==> config.mk <==
export PLATFORM = sky130hd
export DESIGN_NAME = instr_fetch_unit
export DESIGN_NICKNAME = d
export VERILOG_FILES = /design/src/rtl/instr_fetch_unit.sv
export SDC_FILE = /design/constraint.sdc
export NUM_CORES = 1
export LEC_CHECK = 0
export ABC_AREA = 1
export BUFFER_PORTS_ARGS = -buffer_cell sky130_fd_sc_hd__buf_2
export CELL_PAD_IN_SITES_DETAIL_PLACEMENT = 1
export CELL_PAD_IN_SITES_GLOBAL_PLACEMENT = 1
export CORE_MARGIN = 10
export CORE_UTILIZATION = 34
export DETAILED_ROUTE_END_ITERATION = 6
export PLACE_DENSITY = 0.84
export SYNTH_ARGS = -nofsm -noshare
export SYNTH_HDL_FRONTEND = slang
export SYNTH_SLANG_ARGS = --single-unit
==> constraint.sdc <==
create_clock -name clk -period 3.37 [get_ports clk]
set_clock_uncertainty 0.05 [all_clocks]
set_input_delay 0.674 -clock clk [delete_from_list [all_inputs] [get_ports clk]]
set_output_delay 0.674 -clock clk [all_outputs]
set_load 0.02 [all_outputs]
==> src/rtl/instr_fetch_unit.sv <==
// instr_fetch_unit: owns the PC, fetches instruction words from instruction
// memory over a req/ack handshake, holds the fetched word in an instruction
// register with its decoded fields, and selects the next PC from
// jump-register, jump, conditional-branch and sequential targets.
//
// Optional build macro: IFU_ALIGN_CHECK_EN
//   defined   - a misaligned next PC parks the unit in FAULT with align_fault
//               asserted until reset; the PC is left unchanged.
//   undefined - the low two bits of the next PC are forced to zero and
//               align_fault is tied low.
//
// state   | meaning
// --------+----------------------------------------------------------------
// S_IDLE  | one cycle after reset release before the first fetch
// S_REQ   | imem_req high at imem_addr = pc, waiting for imem_ack
// S_VALID | IR holds a valid instruction; waits for stall low to advance
// S_FAULT | misaligned target seen, sticky until reset (align check only)

module instr_fetch_unit #(
    parameter int                ADDR_W   = 32,
    parameter logic [ADDR_W-1:0] RESET_PC = '0
) (
    input  logic              clk,
    input  logic              rst,
    output logic              imem_req,
    output logic [ADDR_W-1:0] imem_addr,
    input  logic              imem_ack,
    input  logic [31:0]       imem_rdata,
    input  logic              stall,
    input  logic              Beq,
    input  logic              Bne,
    input  logic              J,
    input  logic              Z,
    input  logic              jr_valid,
    input  logic [ADDR_W-1:0] jr_target,
    output logic              instr_valid,
    output logic [5:0]        opcode,
    output logic [5:0]        funct,
    output logic [4:0]        rs,
    output logic [4:0]        rt,
    output logic [4:0]        rd,
    output logic [4:0]        shamt,
    output logic [15:0]       imm,
    output logic [ADDR_W-1:0] pc,
    output logic              align_fault
);

`ifdef IFU_ALIGN_CHECK_EN
    typedef enum logic [1:0] {S_IDLE, S_REQ, S_VALID, S_FAULT} state_t;
`else
    typedef enum logic [1:0] {S_IDLE, S_REQ, S_VALID} state_t;
`endif

    state_t            state, state_nxt;
    logic [ADDR_W-1:0] pc_nxt;
    logic [31:0]       ir, ir_nxt;

    logic [ADDR_W-1:0] pc4;
    logic [ADDR_W-1:0] br_off;
    logic              br_taken;
    logic [ADDR_W-1:0] target_raw;
    logic [ADDR_W-1:0] next_pc;
    logic              misaligned;

    // State, PC and IR registers; reset also aborts any handshake in flight
    always_ff @(posedge clk or negedge rst) begin
        if (!rst) begin
            state <= S_IDLE;
            pc    <= RESET_PC;
            ir    <= '0;
        end else begin
            state <= state_nxt;
            pc    <= pc_nxt;
            ir    <= ir_nxt;
        end
    end

    // Next-PC selection: jr beats J beats taken branch beats sequential
    always_comb begin
        pc4        = pc + ADDR_W'(4);
        br_off     = ADDR_W'($signed({{14{ir[15]}}, ir[15:0], 2'b00}));
        br_taken   = (Beq & Z) | (Bne & ~Z);
        target_raw = pc4;
        if (jr_valid)
            target_raw = jr_target;
        else if (J)
            target_raw = {pc4[ADDR_W-1:28], ir[25:0], 2'b00};
        else if (br_taken)
            target_raw = pc4 + br_off;
`ifdef IFU_ALIGN_CHECK_EN
        next_pc    = target_raw;
        misaligned = (target_raw[1:0] != 2'b00);
`else
        // without the checker a word-aligned PC is guaranteed by construction
        next_pc    = target_raw & ~ADDR_W'(3);
        misaligned = 1'b0;
`endif
    end

    // Fetch sequencing; redirects only matter on the VALID -> REQ step
    always_comb begin
        state_nxt = state;
        pc_nxt    = pc;
        ir_nxt    = ir;
        case (state)
            S_IDLE: state_nxt = S_REQ;
            S_REQ: begin
                if (imem_ack) begin
                    ir_nxt    = imem_rdata;
                    state_nxt = S_VALID;
                end
            end
            S_VALID: begin
                if (!stall) begin
`ifdef IFU_ALIGN_CHECK_EN
                    if (misaligned) begin
                        state_nxt = S_FAULT;
                    end else begin
                        pc_nxt    = next_pc;
                        state_nxt = S_REQ;
                    end
`else
                    pc_nxt    = next_pc;
                    state_nxt = misaligned ? S_IDLE : S_REQ;
`endif
                end
            end
`ifdef IFU_ALIGN_CHECK_EN
            S_FAULT: state_nxt = S_FAULT;
`endif
            default: state_nxt = S_IDLE;
        endcase
    end

    assign imem_req    = (state == S_REQ);
    assign imem_addr   = pc;
    assign instr_valid = (state == S_VALID);

`ifdef IFU_ALIGN_CHECK_EN
    assign align_fault = (state == S_FAULT);
`else
    assign align_fault = 1'b0;
`endif

    assign opcode = ir[31:26];
    assign rs     = ir[25:21];
    assign rt     = ir[20:16];
    assign rd     = ir[15:11];
    assign shamt  = ir[10:6];
    assign funct  = ir[5:0];
    assign imm    = ir[15:0];

endmodule

Yosys cells after proc, flatten, opt, wreduce, memory -nomap -nowiden

Index checks and enable logic that the tools add are counted.

Input port bits: 73
Output and inout bits: 115
Register bits: 64

Bitwise gates (word level): 5
Equality and inequality tests: 4
Add/sub/neg operators: 2
Muxes and demuxes: 6
Reductions and logical operators: 4

Operators with widths:

| kind                  | number |
|---|---|
| $mux 32               | 3 |
| $add 32x3->32 const B | 1 |
| $add 32x32->32        | 1 |
| $pmux 2 s3            | 1 |
| $reduce_and 2->1      | 3 |
| $mux 2                | 2 |
| $and 1x1->1           | 2 |
| $eq 2x1->1 const B    | 1 |
| $eq 2x2->1 const B    | 1 |
| $logic_not 2->1       | 1 |
| $ne 2x1->1 const B    | 1 |
| $ne 2x2->1 const B    | 1 |
| $not 1->1             | 2 |
| $or 1x1->1            | 1 |

Longest topological paths before layout

Gate-level depths: netlist of the first run.

Depth in word-level cells: 6
Gate-level depth with buffers: 24
Depth with buffers taken out: 24

Least setup slack after synthesis of the first run

OpenSTA, ideal clock, no wires.

Kind: register to register
From: register pc[3], in the netlist imem_addr[3]
To: register pc[31], in the netlist imem_addr[31]
Arrival time: 2.567 ns
Data required time: 3.203 ns
Path slack: 0.636 ns
Stages on the path, launching flop included: 19
Period minus slack after synthesis: 2.734 ns
Cells stage by stage: dfrtp_1 -> ha_1 -> nand3_1 -> inv_1 -> nand2_1 -> nor2_1 -> xor2_1 -> ha_1 -> nand2_1 -> nor2_1 -> nand2_1 -> nor3_1 -> nand2_1 -> nand2_1 -> nand2_1 -> nand3_1 -> nand2_1 -> nand2_1 -> nand2_1

Cells in the longest elaborated chain, start to end: 5

RTL lines:

| item                   | line | source |
|---|---|---|
| from (decl)            | 44   | `output logic [ADDR_W-1:0] pc,` |
| from (signal assigned) | 73   | `pc <= pc_nxt;` |
| $add 32x3->32 *        | 80   | `pc4 = pc + ADDR_W'(4);` |
| $add 32x32->32         | 89   | `target_raw = pc4 + br_off;` |
| $mux 32                | 88   | `else if (br_taken)` |
| $mux 32 *              | 86   | `else if (J)` |
| $mux 32 *              | 84   | `if (jr_valid)` |

Mark *: on every way between the ends. The rest lies on a longest branch, timed or not.
A chain may end at the register's enable or synchronous reset.

Worst setup path after layout of the first run

From: register pc[2], in the netlist imem_addr[2]
To: register pc[14], in the netlist imem_addr[14]

Cells in the longest elaborated chain, start to end: 5

RTL lines:

| item            | line |
|---|---|
| $add 32x3->32 * | 80 |
| $add 32x32->32  | 89 |
| $mux 32 *       | 88 |
| $mux 32 *       | 86 |
| $mux 32 *       | 84 |

Marks and branches as above.

==> run metrics, run 1 <==
synthesized instance count=1120; critical register-to-register path endpoint=imem_addr[14]; Slew Limit Headroom=27.7%; latest clock arrival within the worst-skew pair=350 ps; final worst hold slack=439 ps; count of vias placed by the detailed router=7765; fin crit period=3260 ps; core area=0.0197 sq mm; cell leakage power=4.63 nW; outcome=finished clean; required time worst endpoint=3550 ps; number of buffers inserted during clock tree synthesis=9; via count of the first global-routing pass=8023; Synth-to-Final Area Change=20.3%; Cell Rows=51; total count of hold-check failures in the final report=0; fraction of synthesized cell area taken by the top area cell type=23.3%; number of buffers and inverters on the critical path=2; final standard cell utilization of the core=42.1%; most frequent cells in the layout=sky130_fd_sc_hd__nand2_1, sky130_fd_sc_hd__buf_2, sky130_fd_sc_hd__inv_1, sky130_fd_sc_hd__nor2_1, sky130_fd_sc_hd__nand3_1; worst setup path class=reg -> reg; Clock Tree Buf Depth=2; CP Depth=16; Slew Limit Fails=0; r2r worst-path depth=16; number of buffers added on ports=180; source of the critical timing path=imem_addr[2]; Total Die Area=0.0263 sq mm; wire length reported by the detailed router=27700 um; Slew @ Worst Pin=1080 ps; cells traversed along the worst timing path=ha_2, inv_1, nor3_4, xor2_1, ha_1, nand2_1, inv_1, a21oi_1, nand2_1, nand2_1, nand2_1, xor2_1, o21ai_0, nand2_1, nand2_1, nand2_1; flops & latches, synth=64; cell area after synthesis=0.00688 sq mm; pre-CTS setup slack=37.4 ps; worst reg2reg startpoint=imem_addr[2]; count of boundary I/O pins=188; final instance count without filler cells=1533; Final WS setup=107 ps; type of origin of the critical path=flip-flop; endpoint of the worst setup timing path=imem_addr[14]; total global routing track utilization=20.3%; iteration-0 DRC count of the detailed router=384; library cell appearing most often on the critical path=sky130_fd_sc_hd__nand2_1; final net count=1373; floorplan die width=162 um; critical path's largest stage delay=430 ps; Synth area leaders=sky130_fd_sc_hd__dfrtp_1, sky130_fd_sc_hd__nand2_1, sky130_fd_sc_hd__inv_1, sky130_fd_sc_hd__nor2_1, sky130_fd_sc_hd__ha_1; Vias per Instance=5.07; biggest area consumer among synthesized cells=sky130_fd_sc_hd__dfrtp_1; Chip Height=162 um; average routed wire per standard cell=18.1 um; IR drop worst, VDD=0.555 mV; DP Wirelength=22300 um; Starting Density=35.0%; number of antenna violations at the first check in global routing=1; Clock Sinks=64; Cell variety after synth=41; min-delay worst type=reg -> reg; part of the Yosys area used for sequential elements=23.3%; clock tree from TritonCTS=yes; TNS Setup=0 ps; Peak Freq=306 MHz; global-route wire length before repair=42700 um; post-detailed-route DRC marker count=0; CP top delay family=simple AND/OR/NAND/NOR gates; clock-pin transition on the worst setup and hold timing paths=50 ps; data arrival at the endpoint of the critical path=3450 ps; post-route antenna net violation count=0; max-capacitance violation count=0; count of hold buffers inserted by post-cts repair=0; total setup violations reported at the end of the flow=0; capturing element type of the critical path=flip-flop; total of warnings raised by yosys=0; GPL Wtd Cong=0.951; grt total ovfl=0; reg-to-reg setup timing slack=110 ps; number of H-tree levels=3; count of placed standard cells including taps=1514; commonest non-fill, non-tap cell in the layout=sky130_fd_sc_hd__nand2_1; power per standard cell area=1170 mW/mm^2; maximum number of pins on one net before global-route repair=65; maximum fanout encountered on the critical timing path=7; Avg Inst Size Synth=6.14 sq um; fraction of layout instances using a drive strength above 1=24.7%; slowest stage cell on the critical path=sky130_fd_sc_hd__dfrtp_2; number of detailed-routing iterations run before antenna repair=5; final cycle utilization of the critical path=96.8%; CTS root buffer=sky130_fd_sc_hd__clkbuf_16
## power breakdown
part	leakage, nW	internal (W)	total, W	switching [W]
registers	0.758	0.00116	0.00172	0.000560
logic	3.73	0.00235	0.00703	0.00468
clock network	0.140	0.000570	0.000932	0.000363
total	4.63	0.00407	0.00968	0.00560
## state kept, by name, indices dropped and copies added, names as in the netlist
register / flops
ir: 32
imem_addr: 30
state: 2
## worst reg2reg max path, delay by kind of cell, from the launching register on
family,cells,cell delay [ps]
AO/OA/AOI/OAI,2,400
XOR/XNOR,2,440
adder cells (fa/ha/maj),2,620
buffers and inverters,2,210
flip-flops,1,430
AND/OR/NAND/NOR,8,990
## cell usage after synthesis
master	n
sky130_fd_sc_hd__a21o_1	2
sky130_fd_sc_hd__a21oi_1	59
sky130_fd_sc_hd__a31o_2	1
sky130_fd_sc_hd__a31oi_1	1
sky130_fd_sc_hd__and2_1	2
sky130_fd_sc_hd__and3_1	1
sky130_fd_sc_hd__buf_1	2
sky130_fd_sc_hd__buf_2	5
sky130_fd_sc_hd__buf_4	51
sky130_fd_sc_hd__clkbuf_1	12
sky130_fd_sc_hd__clkbuf_8	2
sky130_fd_sc_hd__conb_1	1
sky130_fd_sc_hd__dfrtp_1	64
sky130_fd_sc_hd__dlygate4sd1_1	2
sky130_fd_sc_hd__fa_1	1
sky130_fd_sc_hd__ha_1	37
sky130_fd_sc_hd__inv_1	157
sky130_fd_sc_hd__mux2_2	31
sky130_fd_sc_hd__nand2_1	391
sky130_fd_sc_hd__nand2_2	2
sky130_fd_sc_hd__nand2_4	1
sky130_fd_sc_hd__nand3_1	68
sky130_fd_sc_hd__nand3_2	1
sky130_fd_sc_hd__nand3b_1	2
sky130_fd_sc_hd__nand4_1	9
sky130_fd_sc_hd__nor2_1	124
sky130_fd_sc_hd__nor2_2	1
sky130_fd_sc_hd__nor2_4	3
sky130_fd_sc_hd__nor3_1	11
sky130_fd_sc_hd__nor3_2	2
sky130_fd_sc_hd__o211ai_1	6
sky130_fd_sc_hd__o21ai_0	30
sky130_fd_sc_hd__o21ai_1	2
sky130_fd_sc_hd__o21ai_2	1
sky130_fd_sc_hd__o21bai_1	5
sky130_fd_sc_hd__o21bai_2	1
sky130_fd_sc_hd__o22ai_1	1
sky130_fd_sc_hd__o31ai_1	1
sky130_fd_sc_hd__or2_2	3
sky130_fd_sc_hd__xnor2_1	5
sky130_fd_sc_hd__xor2_1	19
## per-layer routing
layer  up-vias  track usage, %  routed length, um
met3        56            3.92               1410
li1       3730               -                  -
met1      3745            24.0              11800
met4         0            9.43                961
met2       234            34.6              13500
met5         -               0                  0
## cell type report
type / count / area (sq um)
clock inverters: 4 / 45.0
fillers: 2751 / 11400
repair buffers: 201 / 1060
well taps: 265 / 332
multi-input cells: 829 / 4390
inverters: 157 / 589
clock buffers: 12 / 236
diodes: 1 / 2.50
flip-flops and latches: 64 / 1620
## through the flow
step | power [W] | cell area [sq um]
floorplan | 0.00645 | 6890
global placement | 0.00809 | 7760
detailed placement | 0.00834 | 7760
CTS | 0.00936 | 8060
global route | 0.0105 | 8270
finish | 0.00968 | 8270
## logic make-up (layout without fill, tap and decap cells)
logic type      Yosys count  after routing  share of synthesized area (%)
flops                    64             64                           23.3
buf+inv                 231            374                           15.9
compound gates          110            110                           8.75
mux                      31             31                           5.08
xor+xnor                 24             24                           3.06
fa+ha+maj                38             38                           7.02
other cells               1              6                         0.0545
simple gates            621            621                           36.8
## worst min path at each step
stage	startpoint	end	cells past startpoint
after global routing	state[1]	state[0]	1
after detailed placement	state[1]	state[0]	1
after CTS	state[1]	state[0]	1
after global placement	state[1]	state[0]	1
final	state[1]	state[0]	1
after floorplan	rst	imem_addr[10]	0
## repair_timing
item	in CTS	in global routing
gates resized for setup	2	58
setup endpoints to repair	2	21
buffers inserted	0	2
pin swaps	0	3
Note: power is estimated with default switching activity, not from simulation.
==> inputs of run 2 (changes only) <==
--- a/config.mk
+++ b/config.mk
@@ -5,14 +5,15 @@
 export SDC_FILE = /design/constraint.sdc
 export NUM_CORES = 1
 export LEC_CHECK = 0
-export ABC_AREA = 1
+export ABC_AREA = 0
 export BUFFER_PORTS_ARGS = -buffer_cell sky130_fd_sc_hd__buf_2
 export CELL_PAD_IN_SITES_DETAIL_PLACEMENT = 1
 export CELL_PAD_IN_SITES_GLOBAL_PLACEMENT = 1
 export CORE_MARGIN = 10
 export CORE_UTILIZATION = 34
 export DETAILED_ROUTE_END_ITERATION = 6
-export PLACE_DENSITY = 0.84
+export GPL_TIMING_DRIVEN = 1
+export PLACE_DENSITY = 0.73
 export SYNTH_ARGS = -nofsm -noshare
 export SYNTH_HDL_FRONTEND = slang
 export SYNTH_SLANG_ARGS = --single-unit
==> run 2 against run 1 <==
  * Combinational power rose by 21%
  * Cell count fell by 22%
  * Clock power up 14%
  * Sequential power is 4% lower
  * Setup slack got worse by 100 ps
  * Core utilization increased by 7.6 points
  * Hold slack lost 37 ps
  * Register-to-register slack got worse by 100 ps
  * Area after synthesis fell by 13%
  * Sequential share of layout area decreased by 0.74 points
  * Synthesized cell count fell by 35%
  * Critical path type unchanged
  * Largest power group unchanged
==> run metrics, run 2 <==
count of hold buffers inserted by post-cts repair=0 (unchanged); final cycle utilization of the critical path=99.8% (was 96.8%); flops & latches, synth=64 (unchanged); post-route antenna net violation count=0 (unchanged); min-delay worst type=in -> async (was reg -> reg); Vias per Instance=5.67 (was 5.07); floorplan die width=153 um (was 162 um); outcome=finished clean (unchanged); number of antenna violations at the first check in global routing=0 (was 1); critical register-to-register path endpoint=imem_addr[19] (was imem_addr[14]); Slew @ Worst Pin=1190 ps (was 1080 ps); maximum fanout encountered on the critical timing path=6 (was 7); proportion of power drawn by combinational gates=75.8% (was 72.6%); number of buffers added on ports=180 (unchanged); synthesized instance count=727 (was 1120); iteration-0 DRC count of the detailed router=390 (was 384); Post-synth ARST share=100% (unchanged); latest clock arrival within the worst-skew pair=350 ps (about the same); count of boundary I/O pins=188 (unchanged); average routed wire per standard cell=21.9 um (was 18.1 um); maximum number of pins on one net before global-route repair=65 (unchanged); Chip Height=153 um (was 162 um); cell with the most instances after synthesis=sky130_fd_sc_hd__nand2_1 (unchanged); cell area after synthesis=0.00597 sq mm (was 0.00688 sq mm); capturing element type of the critical path=flip-flop (unchanged); met1 wire length=10500 um (was 11800 um); via count of the first global-routing pass=7083 (was 8023); CTS root buffer=sky130_fd_sc_hd__clkbuf_16 (unchanged); IR drop worst, VDD=0.570 mV (was 0.555 mV); most frequent cells in the layout=sky130_fd_sc_hd__buf_2, sky130_fd_sc_hd__buf_4, sky130_fd_sc_hd__nand2_1, sky130_fd_sc_hd__dfrtp_1 (was sky130_fd_sc_hd__nand2_1, sky130_fd_sc_hd__buf_2, sky130_fd_sc_hd__inv_1, sky130_fd_sc_hd__nor2_1, sky130_fd_sc_hd__nand3_1); Clock Tree Buf Depth=2 (unchanged); TNS Setup=0 ps (unchanged); Slew Limit Fails=0 (unchanged); DP Wirelength=19400 um (was 22300 um); number of enable-type register cells in the synthesized netlist=0 (unchanged); length of routed met2 wiring=13400 um (was 13500 um); number of antenna diodes=0 (was 1); worst setup path class=reg -> reg (unchanged); total setup violations reported at the end of the flow=0 (unchanged); top sig layer=met4 (unchanged); required time worst endpoint=3530 ps (was 3550 ps); biggest area consumer among synthesized cells=sky130_fd_sc_hd__dfrtp_1 (unchanged); total global routing track utilization=20.5% (was 20.3%); data arrival at the endpoint of the critical path=3520 ps (was 3450 ps); max-capacitance violation count=0 (unchanged); fraction of power spent switching nets=50.2% (was 57.9%); final net count=1084 (was 1373); global-route wire length before repair=38700 um (was 42700 um); part of the power in the clock network=9.5% (was 9.6%); fraction of layout instances using a drive strength above 1=48.1% (was 24.7%); r2r worst-path depth=14 (was 16); grt total ovfl=0 (unchanged); reg-to-reg setup timing slack=7 ps (was 110 ps); Peak Freq=297 MHz (was 306 MHz); Fillers=2091 (was 2751); Clock Sinks=64 (unchanged); top cells by count, synth=sky130_fd_sc_hd__nand2_1, sky130_fd_sc_hd__dfrtp_1, sky130_fd_sc_hd__a21oi_1 (was sky130_fd_sc_hd__nand2_1, sky130_fd_sc_hd__inv_1, sky130_fd_sc_hd__nor2_1); count of vias placed by the detailed router=6817 (was 7765); part of the Yosys area used for sequential elements=26.8% (was 23.3%); Starting Density=34.6% (was 35.0%); final standard cell utilization of the core=49.6% (was 42.1%); GPL Wtd Cong=0.902 (was 0.951); type of origin of the critical path=flip-flop (unchanged); Avg Inst Size Synth=8.21 sq um (was 6.14 sq um); Sequential Power Share=14.8% (was 17.8%); number of H-tree levels=3 (unchanged); Total Die Area=0.0233 sq mm (was 0.0263 sq mm); total count of hold-check failures in the final report=0 (unchanged); wire length reported by the detailed router=26300 um (was 27700 um); DR WL met3=1590 um (was 1410 um); cell leakage power=3.99 nW (was 4.63 nW); post-detailed-route DRC marker count=0 (unchanged); final worst hold slack=403 ps (was 439 ps); total of warnings raised by yosys=0 (unchanged); Final WS setup=6.84 ps (was 107 ps); number of buffers inserted during clock tree synthesis=9 (unchanged); switching component of the power=0.00563 W (was 0.00560 W); cell internal power dissipation=0.00558 W (was 0.00407 W); core area=0.0172 sq mm (was 0.0197 sq mm); power per standard cell area=1310 mW/mm^2 (was 1170 mW/mm^2); worst reg2reg startpoint=imem_addr[4] (was imem_addr[2]); register with the most flip-flops=ir (unchanged); Cell variety after synth=68 (was 41); RSZ-0062 raised after global routing=true; Synth area leaders=sky130_fd_sc_hd__dfrtp_1, sky130_fd_sc_hd__ha_1, sky130_fd_sc_hd__buf_4, sky130_fd_sc_hd__mux2_2, sky130_fd_sc_hd__a21oi_1 (was sky130_fd_sc_hd__dfrtp_1, sky130_fd_sc_hd__nand2_1, sky130_fd_sc_hd__inv_1, sky130_fd_sc_hd__nor2_1, sky130_fd_sc_hd__ha_1); Synth-to-Final Area Change=43.3% (was 20.3%); pre-CTS setup slack=-202 ps (was 37.4 ps); commonest non-fill, non-tap cell in the layout=sky130_fd_sc_hd__buf_2 (was sky130_fd_sc_hd__nand2_1); max FFs per register=32 (unchanged); number of detailed-routing iterations run before antenna repair=5 (unchanged); clock-pin transition on the worst setup and hold timing paths=60 ps (was 50 ps); Slew Limit Headroom=20.6% (was 27.7%); Cell Rows=48 (was 51); commonest register cell after synthesis=sky130_fd_sc_hd__dfrtp_1 (unchanged); fraction of synthesized cell area taken by the top area cell type=26.8% (was 23.3%); clock tree from TritonCTS=yes (unchanged); fin crit period=3360 ps (was 3260 ps)
## run 2: power groups by stage
stage | Combinational [W] | Sequential [W] | Clock (W)
2_1_floorplan | 0.00420 | 0.00206 | 0
3_3_place_gp | 0.00730 | 0.00158 | 0
3_5_place_dp | 0.00745 | 0.00161 | 0
4_1_cts | 0.00772 | 0.00160 | 0.00107
5_1_grt | 0.00913 | 0.00172 | 0.00111
6_report | 0.00849 | 0.00165 | 0.00106
## run 2: layout make-up
cell class | count | area [sq um] | share of cell area, %
Multi-Input combinational cell | 568 | 4350 | 50.8
Clock inverter | 7 | 104 | 1.21
Sequential cell | 64 | 1610 | 18.8
Clock buffer | 9 | 225 | 2.63
Tap cell | 225 | 282 | 3.29
Inverter | 13 | 48.8 | 0.570
Timing Repair Buffer | 317 | 1940 | 22.6
## run 2: timing repair
item	in CTS	in global routing
endpoints found under the hold margin	0	0
setup endpoints to repair	9	16
cloned	0	0
pin swaps	8	30
resized for setup	23	83
buffers inserted	6	10
## run 2: metal layers
| metal | up-vias | track usage [%] |
|---|---|---|
| met3 | 59 | 4.18 |
| met4 | 0 | 7.86 |
| met2 | 269 | 36.9 |
| met5 | - | 0 |
| li1 | 3113 | - |
| met1 | 3376 | 23.2 |
## run 2: cell families after synthesis
group	synth area share (%)
other	0.0628
adder cells (fa/ha/maj)	8.09
XOR/XNOR	6.45
AND/OR/NAND/NOR	19.7
flip-flops	26.8
multiplexers	7.59
buffers and inverters	9.49
AO/OA/AOI/OAI	21.8
## run 2: per-stage QoR
stage	std cells	instance area, sq um	power [W]
6_report	1203	8560	0.0112
5_1_grt	1203	8560	0.0120
4_1_cts	1193	8050	0.0104
3_5_place_dp	1171	7590	0.00906
3_3_place_gp	1171	7590	0.00889
2_1_floorplan	731	6040	0.00626
## run 2: worst max-delay path: stages (launching register included)
cell,delay [ps]
sky130_fd_sc_hd__dfrtp_2,360
sky130_fd_sc_hd__and4_4,300
sky130_fd_sc_hd__and2_4,180
sky130_fd_sc_hd__nand4_1,160
sky130_fd_sc_hd__xnor2_2,190
sky130_fd_sc_hd__ha_1,320
sky130_fd_sc_hd__buf_4,140
sky130_fd_sc_hd__nand2_1,100
sky130_fd_sc_hd__buf_4,170
sky130_fd_sc_hd__a2111oi_0,450
sky130_fd_sc_hd__a211oi_1,120
sky130_fd_sc_hd__buf_4,190
sky130_fd_sc_hd__o21ai_0,240
sky130_fd_sc_hd__xnor2_1,150
sky130_fd_sc_hd__o211ai_1,100
## run 2: how the worst max path moves through the flow
stage | from | to | slack [ps]
floorplan | imem_addr[8] | imem_addr[23] | 9
global placement | imem_addr[2] | imem_addr[30] | -120
detailed placement | imem_addr[2] | imem_addr[30] | -200
CTS | imem_addr[5] | imem_addr[30] | 4
global route | imem_addr[10] | imem_addr[31] | -80
finish | imem_addr[4] | imem_addr[19] | 7
==> inputs of run 3 (changes only) <==
==> constraint.sdc (replaced) <==
create_clock -name clk -period 3.88 [get_ports clk]
set_clock_uncertainty 0.05 [all_clocks]
set_input_delay 0.776 -clock clk [delete_from_list [all_inputs] [get_ports clk]]
set_output_delay 0.776 -clock clk [all_outputs]
set_load 0.02 [all_outputs]
==> run 3 against run 2 <==
  * Cell count fell by 8.3%
  * Via count fell by 9.7%
  * Hold slack improved by 49 ps
  * Critical path depth fell by 2
  * Core utilization fell by 7.2 points
  * Clock power fell by 9.5%
  * Sequential cell count did not move
  * Sequential share of layout area rose by 3.0 points
  * Highest routed layer unchanged
  * Critical path type unchanged
==> run metrics, run 3 (synthesis results as in run 2) <==
outcome=finished clean (unchanged); cell leakage power=3.39 nW (was 3.99 nW); number of buffers inserted during clock tree synthesis=9 (unchanged); met2 routing resource usage after global routing=34.0% (was 36.9%); fraction of layout instances using a drive strength above 1=32.7% (was 48.1%); pre-CTS setup slack=182 ps (was -202 ps); floorplan die width=153 um (unchanged); number of antenna violations at the first check in global routing=0 (unchanged); overall power consumption=0.00801 W (was 0.0112 W); Slew @ Worst Pin=944 ps (was 1190 ps); Vias per Instance=5.58 (was 5.67); Final WS setup=167 ps (was 6.84 ps); Peak Freq=269 MHz (was 297 MHz); maximum fanout encountered on the critical timing path=7 (was 6); count of hold buffers inserted by post-cts repair=0 (unchanged); Clock Sinks=64 (unchanged); number of H-tree levels=3 (unchanged); Cell Rows=48 (unchanged); GPL Wtd Cong=0.906 (was 0.902); Total Die Area=0.0233 sq mm (unchanged); global-route wire length before repair=36700 um (was 38700 um); final cycle utilization of the critical path=95.7% (was 99.8%); power per standard cell area=1090 mW/mm^2 (was 1310 mW/mm^2); count of vias placed by the detailed router=6155 (was 6817); wire length reported by the detailed router=23200 um (was 26300 um); worst setup path class=reg -> reg (unchanged); CTS root buffer=sky130_fd_sc_hd__clkbuf_16 (unchanged); number of detailed-routing iterations run before antenna repair=5 (unchanged); Fillers=2161 (was 2091); Sequential Power Share=17.9% (was 14.8%); capturing element type of the critical path=flip-flop (unchanged); Clock Tree Buf Depth=2 (unchanged); min-delay worst type=reg -> reg (was in -> async); required time worst endpoint=4040 ps (was 3530 ps); final instance count without filler cells=1103 (was 1203); latest clock arrival within the worst-skew pair=340 ps (was 350 ps); most frequent cells in the layout=sky130_fd_sc_hd__buf_2, sky130_fd_sc_hd__nand2_1, sky130_fd_sc_hd__dfrtp_1, sky130_fd_sc_hd__a21oi_1 (was sky130_fd_sc_hd__buf_2, sky130_fd_sc_hd__buf_4, sky130_fd_sc_hd__nand2_1, sky130_fd_sc_hd__dfrtp_1); via count of the first global-routing pass=6572 (was 7083); count of boundary I/O pins=188 (unchanged); Starting Density=34.6% (unchanged); commonest non-fill, non-tap cell in the layout=sky130_fd_sc_hd__buf_2 (unchanged); register with the most flip-flops=ir (unchanged); maximum number of pins on one net before global-route repair=65 (unchanged); final worst hold slack=452 ps (was 403 ps); clock tree from TritonCTS=yes (unchanged); data arrival at the endpoint of the critical path=3880 ps (was 3520 ps); cell internal power dissipation=0.00381 W (was 0.00558 W); grt total ovfl=0 (unchanged); met3 usage=4.71% (was 4.18%); grt met1 use=22.8% (was 23.2%); count of placed standard cells including taps=1087 (was 1171); average routed wire per standard cell=21.1 um (was 21.9 um); fin crit period=3710 ps (was 3360 ps); post-route antenna net violation count=0 (unchanged); total count of hold-check failures in the final report=0 (unchanged); post-detailed-route DRC marker count=0 (unchanged); final net count=985 (was 1084); total setup violations reported at the end of the flow=0 (unchanged); core area=0.0172 sq mm (unchanged); total global routing track utilization=19.4% (was 20.5%); Synth-to-Final Area Change=22.6% (was 43.3%); Slew Limit Headroom=36.8% (was 20.6%); post-route cell area=0.00732 sq mm (was 0.00856 sq mm); type of origin of the critical path=flip-flop (unchanged); iteration-0 DRC count of the detailed router=343 (was 390); clock-pin transition on the worst setup and hold timing paths=60 ps (about the same); max-capacitance violation count=0 (unchanged); number of antenna diodes=0 (unchanged); Chip Height=153 um (unchanged); number of buffers added on ports=180 (unchanged); fraction of power spent switching nets=52.4% (was 50.2%); proportion of power drawn by combinational gates=70.2% (was 75.8%); switching component of the power=0.00420 W (was 0.00563 W); Slew Limit Fails=0 (unchanged); DP Wirelength=18300 um (was 19400 um); max FFs per register=32 (unchanged); part of the power in the clock network=12.0% (was 9.5%); placed cell areas=0.00693 sq mm (was 0.00759 sq mm); IR drop worst, VDD=0.412 mV (was 0.570 mV); busiest grt layer=met2 (unchanged)
==> run 3: worst paths after layout <==
path / startpoint / to / slack, ps / cells past startpoint
max in group asynchronous: rst / imem_addr[2] / 2640 / 1
min in group asynchronous: rst / imem_addr[27] / 490 / 1
setup / recovery: imem_addr[15] / imem_addr[28] / 170 / 12
setup reg to reg: imem_addr[15] / imem_addr[28] / 170 / 12
hold reg to reg: ir[26] / ir[26] / 450 / 1
hold / removal: ir[26] / ir[26] / 450 / 1
==> run 3: what timing repair did <==
action / 4_1_cts / 5_1_grt
buffers inserted: 0 / 1
setup endpoints to repair: 0 / 6
gates resized for setup: 0 / 9
==> run 3: routing by layer <==
layer	routed length (um)	share of wire (%)
met3	1480	6.4
met4	527	2.3
met1	9580	41
met5	0	0
met2	11600	50
==> run 3: critical path: stages (launching register included) <==
cell and delay (ps):
sky130_fd_sc_hd__dfrtp_1 430, sky130_fd_sc_hd__and4_1 300, sky130_fd_sc_hd__nand4_1 250, sky130_fd_sc_hd__nor2_2 280, sky130_fd_sc_hd__nand4_1 180, sky130_fd_sc_hd__xnor2_2 210, sky130_fd_sc_hd__ha_1 430, sky130_fd_sc_hd__and3_1 210
sky130_fd_sc_hd__nand4_1 130, sky130_fd_sc_hd__a211oi_1 460, sky130_fd_sc_hd__nor3_1 130, sky130_fd_sc_hd__nor4bb_1 380, sky130_fd_sc_hd__o21ai_0 140
==> run 3: through the flow <==
step                      utilization, %  setup TNS (ps)
after floorplan                        -               0
after global placement              40.2               0
after detailed placement            40.2               0
after CTS                           42.2               0
after global routing                42.5           -14.6
final                               42.5               0
==> run 3: power by group through the flow <==
stage          registers (W)  clock network (W)  logic [W]
3_3_place_gp         0.00142                  0    0.00549
5_1_grt              0.00149            0.00101    0.00620
2_1_floorplan        0.00177                  0    0.00361
6_report             0.00143           0.000959    0.00562
3_5_place_dp         0.00144                  0    0.00559
4_1_cts              0.00143           0.000977    0.00564
==> run 3: area by class of cell <==
class | count | area, sq um | area share (%)
clock inverter | 5 | 105 | 1.44
inverter | 13 | 48.8 | 0.666
multi-input combinational | 568 | 3860 | 52.7
sequential | 64 | 1600 | 21.9
timing repair buffer | 218 | 1190 | 16.2
tap | 225 | 282 | 3.84
clock buffer | 10 | 239 | 3.26
